`src/rtl/display_scan_ctrl_pkg.sv`:
```
// Shared definitions for the multiplexed seven-segment scan controller:
// FSM state encoding and the active-low hex segment table (bit0=a .. bit6=g).
package display_scan_ctrl_pkg;

    typedef logic [1:0] state_t;

    localparam state_t ST_IDLE  = 2'd0;
    localparam state_t ST_ON    = 2'd1;
    localparam state_t ST_BLANK = 2'd2;

    // Entry 15 is written first so that SEG_TABLE[n] selects the glyph for nibble n.
    localparam logic [15:0][6:0] SEG_TABLE = {
        7'b0001110,  // F
        7'b0000110,  // E
        7'b0100001,  // d
        7'b1000110,  // C
        7'b0000011,  // b
        7'b0001000,  // A
        7'b0010000,  // 9
        7'b0000000,  // 8
        7'b1111000,  // 7
        7'b0000010,  // 6
        7'b0010010,  // 5
        7'b0011001,  // 4
        7'b0110000,  // 3
        7'b0100100,  // 2
        7'b1111001,  // 1
        7'b1000000   // 0
    };

endpackage

```
`src/rtl/display_scan_ctrl_seg7_decode.sv`:
```
// Combinational hex nibble to active-low seven-segment pattern.
module seg7_decode
    import display_scan_ctrl_pkg::*;
(
    input  logic [3:0] nibble,
    output logic [6:0] seg_n
);

    assign seg_n = SEG_TABLE[nibble];

endmodule

```
`src/rtl/display_scan_ctrl.sv`:
```
// Time-multiplexed seven-segment display scanner with per-digit dead time,
// frame-synchronous value updates and optional leading-zero suppression.
module display_scan_ctrl
    import display_scan_ctrl_pkg::*;
#(
    parameter int DIGITS       = 4,
    parameter int SCAN_DIVISOR = 50000,
    parameter int BLANK_CYCLES = 500,
    parameter bit LZS          = 1'b1
) (
    input  logic                  clk,
    input  logic                  rst_n,
    input  logic                  enable,
    input  logic                  load,
    input  logic [4*DIGITS-1:0]   value,
    input  logic [DIGITS-1:0]     dp,
    output logic [DIGITS-1:0]     an_n,
    output logic [6:0]            seg_n,
    output logic                  dp_n,
    output logic                  frame_done
);

    localparam int MAX_DWELL = (SCAN_DIVISOR > BLANK_CYCLES) ? SCAN_DIVISOR : BLANK_CYCLES;
    localparam int CW = $clog2(MAX_DWELL) + 1;
    localparam int IW = $clog2(DIGITS);

    localparam logic [CW-1:0]     ON_LAST    = CW'(SCAN_DIVISOR - 1);
    localparam logic [CW-1:0]     BLANK_LAST = CW'((BLANK_CYCLES > 0) ? BLANK_CYCLES - 1 : 0);
    localparam logic [IW-1:0]     LAST_DIGIT = IW'(DIGITS - 1);
    localparam logic [DIGITS-1:0] DIGIT0_SEL = DIGITS'(1);

    state_t                state, state_nx;
    logic [IW-1:0]         index, index_nx, index_inc;
    logic [CW-1:0]         cnt, cnt_nx;
    logic                  wrap;

    logic [4*DIGITS-1:0]   shadow_value, shadow_value_nx;
    logic [DIGITS-1:0]     shadow_dp, shadow_dp_nx;
    logic [4*DIGITS-1:0]   pending_value, pending_value_nx;
    logic [DIGITS-1:0]     pending_dp, pending_dp_nx;
    logic                  pending_valid, pending_valid_nx;

    logic [DIGITS-1:0]     suppress;
    logic                  zero_above;
    logic [3:0]            cur_nibble;
    logic [6:0]            dec_seg;
    logic                  last_cycle_nx;

    logic [DIGITS-1:0]     an_n_nx;
    logic [6:0]            seg_n_nx;
    logic                  dp_n_nx;
    logic                  frame_done_nx;

    assign index_inc = (index == LAST_DIGIT) ? '0 : index + 1'b1;

    // Dwell sequencing; wrap marks the edge where the last digit hands back to digit 0.
    always_comb begin
        state_nx = state;
        index_nx = index;
        cnt_nx   = cnt;
        wrap     = 1'b0;
        case (state)
            ST_IDLE: begin
                if (enable) begin
                    state_nx = ST_ON;
                    index_nx = '0;
                    cnt_nx   = '0;
                end
            end
            ST_ON: begin
                if (!enable) begin
                    state_nx = ST_IDLE;
                    index_nx = '0;
                    cnt_nx   = '0;
                end else if (cnt == ON_LAST) begin
                    cnt_nx = '0;
                    if (BLANK_CYCLES > 0) begin
                        state_nx = ST_BLANK;
                    end else begin
                        index_nx = index_inc;
                        wrap     = (index == LAST_DIGIT);
                    end
                end else begin
                    cnt_nx = cnt + 1'b1;
                end
            end
            ST_BLANK: begin
                if (!enable) begin
                    state_nx = ST_IDLE;
                    index_nx = '0;
                    cnt_nx   = '0;
                end else if (cnt == BLANK_LAST) begin
                    state_nx = ST_ON;
                    index_nx = index_inc;
                    cnt_nx   = '0;
                    wrap     = (index == LAST_DIGIT);
                end else begin
                    cnt_nx = cnt + 1'b1;
                end
            end
            default: begin
                state_nx = ST_IDLE;
                index_nx = '0;
                cnt_nx   = '0;
            end
        endcase
    end

    // Shadow only changes between frames (or while idle); a load on the wrap edge bypasses pending.
    always_comb begin
        shadow_value_nx  = shadow_value;
        shadow_dp_nx     = shadow_dp;
        pending_value_nx = pending_value;
        pending_dp_nx    = pending_dp;
        pending_valid_nx = pending_valid;
        if ((state == ST_IDLE) || wrap) begin
            if (load) begin
                shadow_value_nx = value;
                shadow_dp_nx    = dp;
            end else if (pending_valid) begin
                shadow_value_nx = pending_value;
                shadow_dp_nx    = pending_dp;
            end
            pending_valid_nx = 1'b0;
        end else if (load) begin
            pending_value_nx = value;
            pending_dp_nx    = dp;
            pending_valid_nx = 1'b1;
        end
    end

    always_comb begin
        zero_above = 1'b1;
        suppress   = '0;
        for (int k = DIGITS - 1; k >= 1; k--) begin
            zero_above  = zero_above && (shadow_value_nx[4*k +: 4] == 4'd0);
            suppress[k] = zero_above;
        end
    end

    assign cur_nibble = shadow_value_nx[4*index_nx +: 4];

    seg7_decode u_decode (
        .nibble (cur_nibble),
        .seg_n  (dec_seg)
    );

    // Outputs are computed from next-state values so the registers line up with the state.
    always_comb begin
        an_n_nx  = '1;
        seg_n_nx = 7'h7F;
        dp_n_nx  = 1'b1;
        if (state_nx == ST_ON) begin
            an_n_nx  = ~(DIGIT0_SEL << index_nx);
            seg_n_nx = (LZS && suppress[index_nx]) ? 7'h7F : dec_seg;
            dp_n_nx  = ~shadow_dp_nx[index_nx];
        end
        if (BLANK_CYCLES > 0) begin
            last_cycle_nx = (state_nx == ST_BLANK) && (cnt_nx == BLANK_LAST);
        end else begin
            last_cycle_nx = (state_nx == ST_ON) && (cnt_nx == ON_LAST);
        end
        frame_done_nx = last_cycle_nx && (index_nx == LAST_DIGIT);
    end

    always_ff @(posedge clk or negedge rst_n) begin
        if (!rst_n) begin
            state         <= ST_IDLE;
            index         <= '0;
            cnt           <= '0;
            shadow_value  <= '0;
            shadow_dp     <= '0;
            pending_value <= '0;
            pending_dp    <= '0;
            pending_valid <= 1'b0;
            an_n          <= '1;
            seg_n         <= 7'h7F;
            dp_n          <= 1'b1;
            frame_done    <= 1'b0;
        end else begin
            state         <= state_nx;
            index         <= index_nx;
            cnt           <= cnt_nx;
            shadow_value  <= shadow_value_nx;
            shadow_dp     <= shadow_dp_nx;
            pending_value <= pending_value_nx;
            pending_dp    <= pending_dp_nx;
            pending_valid <= pending_valid_nx;
            an_n          <= an_n_nx;
            seg_n         <= seg_n_nx;
            dp_n          <= dp_n_nx;
            frame_done    <= frame_done_nx;
        end
    end

endmodule

```
`config.mk`:
```
export PLATFORM = sky130hd
export DESIGN_NAME = display_scan_ctrl
export DESIGN_NICKNAME = d
export VERILOG_FILES = /design/src/rtl/display_scan_ctrl_pkg.sv /design/src/rtl/display_scan_ctrl_seg7_decode.sv /design/src/rtl/display_scan_ctrl.sv
export SDC_FILE = /design/constraint.sdc
export NUM_CORES = 1
export LEC_CHECK = 0
export CELL_PAD_IN_SITES_DETAIL_PLACEMENT = 0
export CELL_PAD_IN_SITES_GLOBAL_PLACEMENT = 1
export CORE_AREA = 2 2 109 111
export CTS_CLUSTER_DIAMETER = 30
export DETAILED_ROUTE_END_ITERATION = 8
export DIE_AREA = 0 0 111 113
export PLACE_DENSITY = 0.78
export SKIP_LAST_GASP = 1
export SLEW_MARGIN = 5
export SYNTH_ARGS = -nofsm -noshare
export SYNTH_HDL_FRONTEND = slang
export SYNTH_HIERARCHICAL = 1
export SYNTH_SLANG_ARGS = --single-unit
```
`constraint.sdc`:
```
create_clock -name clk -period 3.3 [get_ports clk]
set_clock_uncertainty 0.15 [all_clocks]
set_input_delay 0.99 -clock clk [delete_from_list [all_inputs] [get_ports clk]]
set_output_delay 0.99 -clock clk [all_outputs]
set_load 0.01 [all_outputs]
```
==> flow_summary.json <==
{
  "hold_viol": 0,
  "synth_warnings": 6,
  "finalWorstSetupSlack_ns": -0.149,
  "p_leak_nw": 2.79,
  "finalSetupViolCount": 7,
  "worst_ir_drop_vdd_mv": 0.388,
  "multi_input_area_um2": 2660,
  "wl_um": 13100,
  "crit_required_ns": 3.41,
  "critical_path_arrival_ns": 3.56,
  "first_pass_iters": 5,
  "p_total_mw": 2.72,
  "grt_pass1_vias": 4347,
  "fp-row-count": 39,
  "grt_use_met2_pct": 35.8,
  "fmax_ghz": 0.290,
  "critPathMaxStageDelay_ns": 0.43,
  "grt_util_met3_pct": 5.30,
  "grt_pass1_wl_um": 21800,
  "wire_per_inst_um": 16.9,
  "place_inst": 730,
  "cts-buffers-inserted": 9,
  "dieArea_um2": 12500,
  "synth_ff_type": "dfrtp_1",
  "drc": 0,
  "yosysTopAreaCell": "dfrtp_1",
  "cap_violations": 0,
  "async_flop_share_pct": 100,
  "start_util_pct": 40.1,
  "end_kind": "flop",
  "max_slew.worst_pin.slew_ns": 0.560,
  "ant_nets": 0,
  "crit_path_frequent_cell": "inv_2",
  "clockBufferDepth": 2,
  "n_antenna_cell": 0,
  "synth_top_area_share_pct": 34.9,
  "postSynthCellCount": 488,
  "die_x_um": 111,
  "period_needed_ns": 3.45,
  "violations": "negative setup slack",
  "rsz0062_at_grt": "yes",
  "tns_ns": -0.581,
  "synth-seq-cells": 75,
  "synth_edf_count": 0,
  "clock_latency_ns": 0.35,
  "ctsRootBufferMaster": "clkbuf_16",
  "tritoncts": "built",
  "areaGrowthSynthToFinish_pct": 41.9,
  "cts_sinks": 75,
  "grt_max_degree": 42,
  "yosys-top-cells-area": "dfrtp_1 (35%), dfstp_2 (7.0%), mux2_2 (6.0%)",
  "viasPerCell": 5.50,
  "antenna_found_initial": 0,
  "pre_cts_ws_ns": -0.748,
  "gp_congestion": 0.924,
  "finalCritPeriodShare_pct": 105,
  "cts_hold_buffers": 0,
  "hold_class": "reg -> reg",
  "path_max_fanout": 6,
  "grt_overflow": 0,
  "syn_area_per_cell_um2": 9.27,
  "slew_violations": 0,
  "final_nets": 660,
  "h-tree-depth": 3,
  "top_usage_layer": "met2",
  "p_per_area_nw_per_um2": 424,
  "fin_util_pct": 56.9,
  "top_level_ports": 37,
  "crit_chain": "ha_2 > nor4b_4 > and4_4 > mux2i_1 > o22ai_1 > a22oi_2 > inv_2 > buf_6 > mux2i_2 > mux2_4 > inv_4 > ha_4 > inv_2 > mux4_2 > nor2_1 > nand3_1",
  "path_clk_slew_ns": 0.06,
  "use_met1_pct": 27.8,
  "crit_type": "reg -> reg",
  "via_count": 4254,
  "syn-cell-area_um2": 4520,
  "drtIter0Drc": 273,
  "portBuffers": 36,
  "worst_setup_path_start_kind": "flop",
  "core_region_area_um2": 11300,
  "crit_buf_inv": 4,
  "final-instance-count-excl-fill": 774,
  "critPathSlowestCell": "mux4_2",
  "slew_headroom_pct": 62.6,
  "crit_family": "multiplexers",
  "synth_fp_nets": 522,
  "yosysUniqueCellTypes": 65,
  "final.fill_count": 954,
  "grt_usage_pct": 21.9,
  "seq_area_um2": 1890,
  "die_height_um": 113,
  "dp_hpwl_um": 9070,
  "drive_gt1_share_pct": 36.6,
  "seq_area_frac_synth_pct": 41.8,
  "status": "complete, but fails checks"
}
-- final timing paths --
path,cells past startpoint,end,slack [ns],startpoint
max,16,seg_n[3],-0.15,cnt[0]
min,1,pending_value[2],0.36,pending_value[2]
max reg2reg,16,seg_n[3],-0.15,cnt[0]
min reg2reg,1,pending_value[2],0.36,pending_value[2]
max in group asynchronous,2,an_n[2],1.85,rst_n
min in group asynchronous,1,pending_value[9],0.48,rst_n
-- what timing repair did --
item                       CTS  global route
setup buffers               16            10
resized for setup           38            23
setup endpoints to repair    7             8
cloned                       2             0
pin swaps                   20            13
-- area by class of cell --
class | count | area share (%)
clock inverters | 6 | 0.624
multi-input cells | 361 | 41.4
repair buffers | 154 | 20.6
clock buffers | 10 | 3.57
inverters | 25 | 1.54
flip-flops and latches | 75 | 29.5
well taps | 143 | 2.79
-- registers in the layout, indices dropped and copies added, names as in the netlist --
signal,cells
an_n,4
cnt,17
dp_n,1
frame_done,1
index,2
pending_dp,4
pending_valid,1
pending_value,16
seg_n,7
shadow_dp,4
shadow_value,16
state,2
-- routing by layer --
layer,share of wire [%],vias to the layer above,wire length [µm]
li1,-,2057,-
met4,2.2,0,288
met1,44,2043,5700
met5,0,-,0
met3,5.4,27,704
met2,49,127,6410
-- synth_stat cells (4+ instances only) --
master / instances
ha_1: 10
nand2_1: 38
o31ai_1: 5
o21ai_1: 4
dfstp_2: 12
mux2_2: 24
o22ai_1: 13
inv_1: 24
a21oi_1: 20
o211ai_1: 4
clkbuf_1: 11
nand2b_1: 4
dfrtp_1: 63
a211oi_1: 5
buf_6: 5
buf_2: 10
mux2i_1: 13
a22o_1: 8
o221ai_1: 6
nand4_1: 4
a22oi_1: 4
a221oi_1: 4
o21ai_0: 23
a31oi_1: 12
nand3_1: 25
nor2_1: 67
nor3_1: 5
nor2b_1: 7
-- cells in the final DEF, fill, tap and decap left out, types with 4 or more instances in the layout --
master           netlist  routed
ha_2                   0       4
o211ai_1               4       4
nor3_1                 5       4
nand2_1               38      37
dfstp_2               12      12
clkbuf_16              0       9
a221oi_2               0       4
buf_4                  1     106
ha_1                  10       5
a211oi_2               1       4
o22ai_1               13      13
nor2_1                67      66
clkdlybuf4s50_1        0      33
buf_6                  5      10
o21ai_0               23      22
mux2i_1               13       9
nand3_1               25      24
a21oi_1               20      17
dfrtp_1               63      63
mux2_2                24      21
nand4_1                4       4
nor2b_1                7       7
inv_1                 24      20
a31oi_1               12      11
a22o_1                 8       8
-- logic make-up after synthesis --
family,Yosys count,share of synthesized area (%)
flops,75,41.8
mux,38,9.35
fa+ha+maj,10,2.77
compound gates,126,19.2
xor+xnor,3,0.581
buf+inv,53,5.59
simple gates,183,20.7
-- worst reg2reg max path, cell delays in order, from the launching register on --
cell and delay [ns]:
dfrtp_1 0.36, ha_2 0.20, nor4b_4 0.25, and4_4 0.30
mux2i_1 0.19, o22ai_1 0.10, a22oi_2 0.19, inv_2 0.10
buf_6 0.14, mux2i_2 0.18, mux2_4 0.25, inv_4 0.06
ha_4 0.26, inv_2 0.03, mux4_2 0.43, nor2_1 0.09
nand3_1 0.07
-- report_power, final --
part           internal (mW)  total, mW  switching, mW
combinational          0.380      0.727          0.346
sequential              1.03       1.09         0.0617
clock                  0.508      0.900          0.392
total                   1.92       2.72          0.800
-- stage by stage --
step	area (µm²)	hold slack (ns)
2_1_floorplan	4570	0.325
3_3_place_gp	5650	0.340
3_5_place_dp	5650	0.344
4_1_cts	6230	0.359
5_1_grt	6420	0.374
6_report	6420	0.356
No activity file was read; power rests on OpenSTA's default activity.
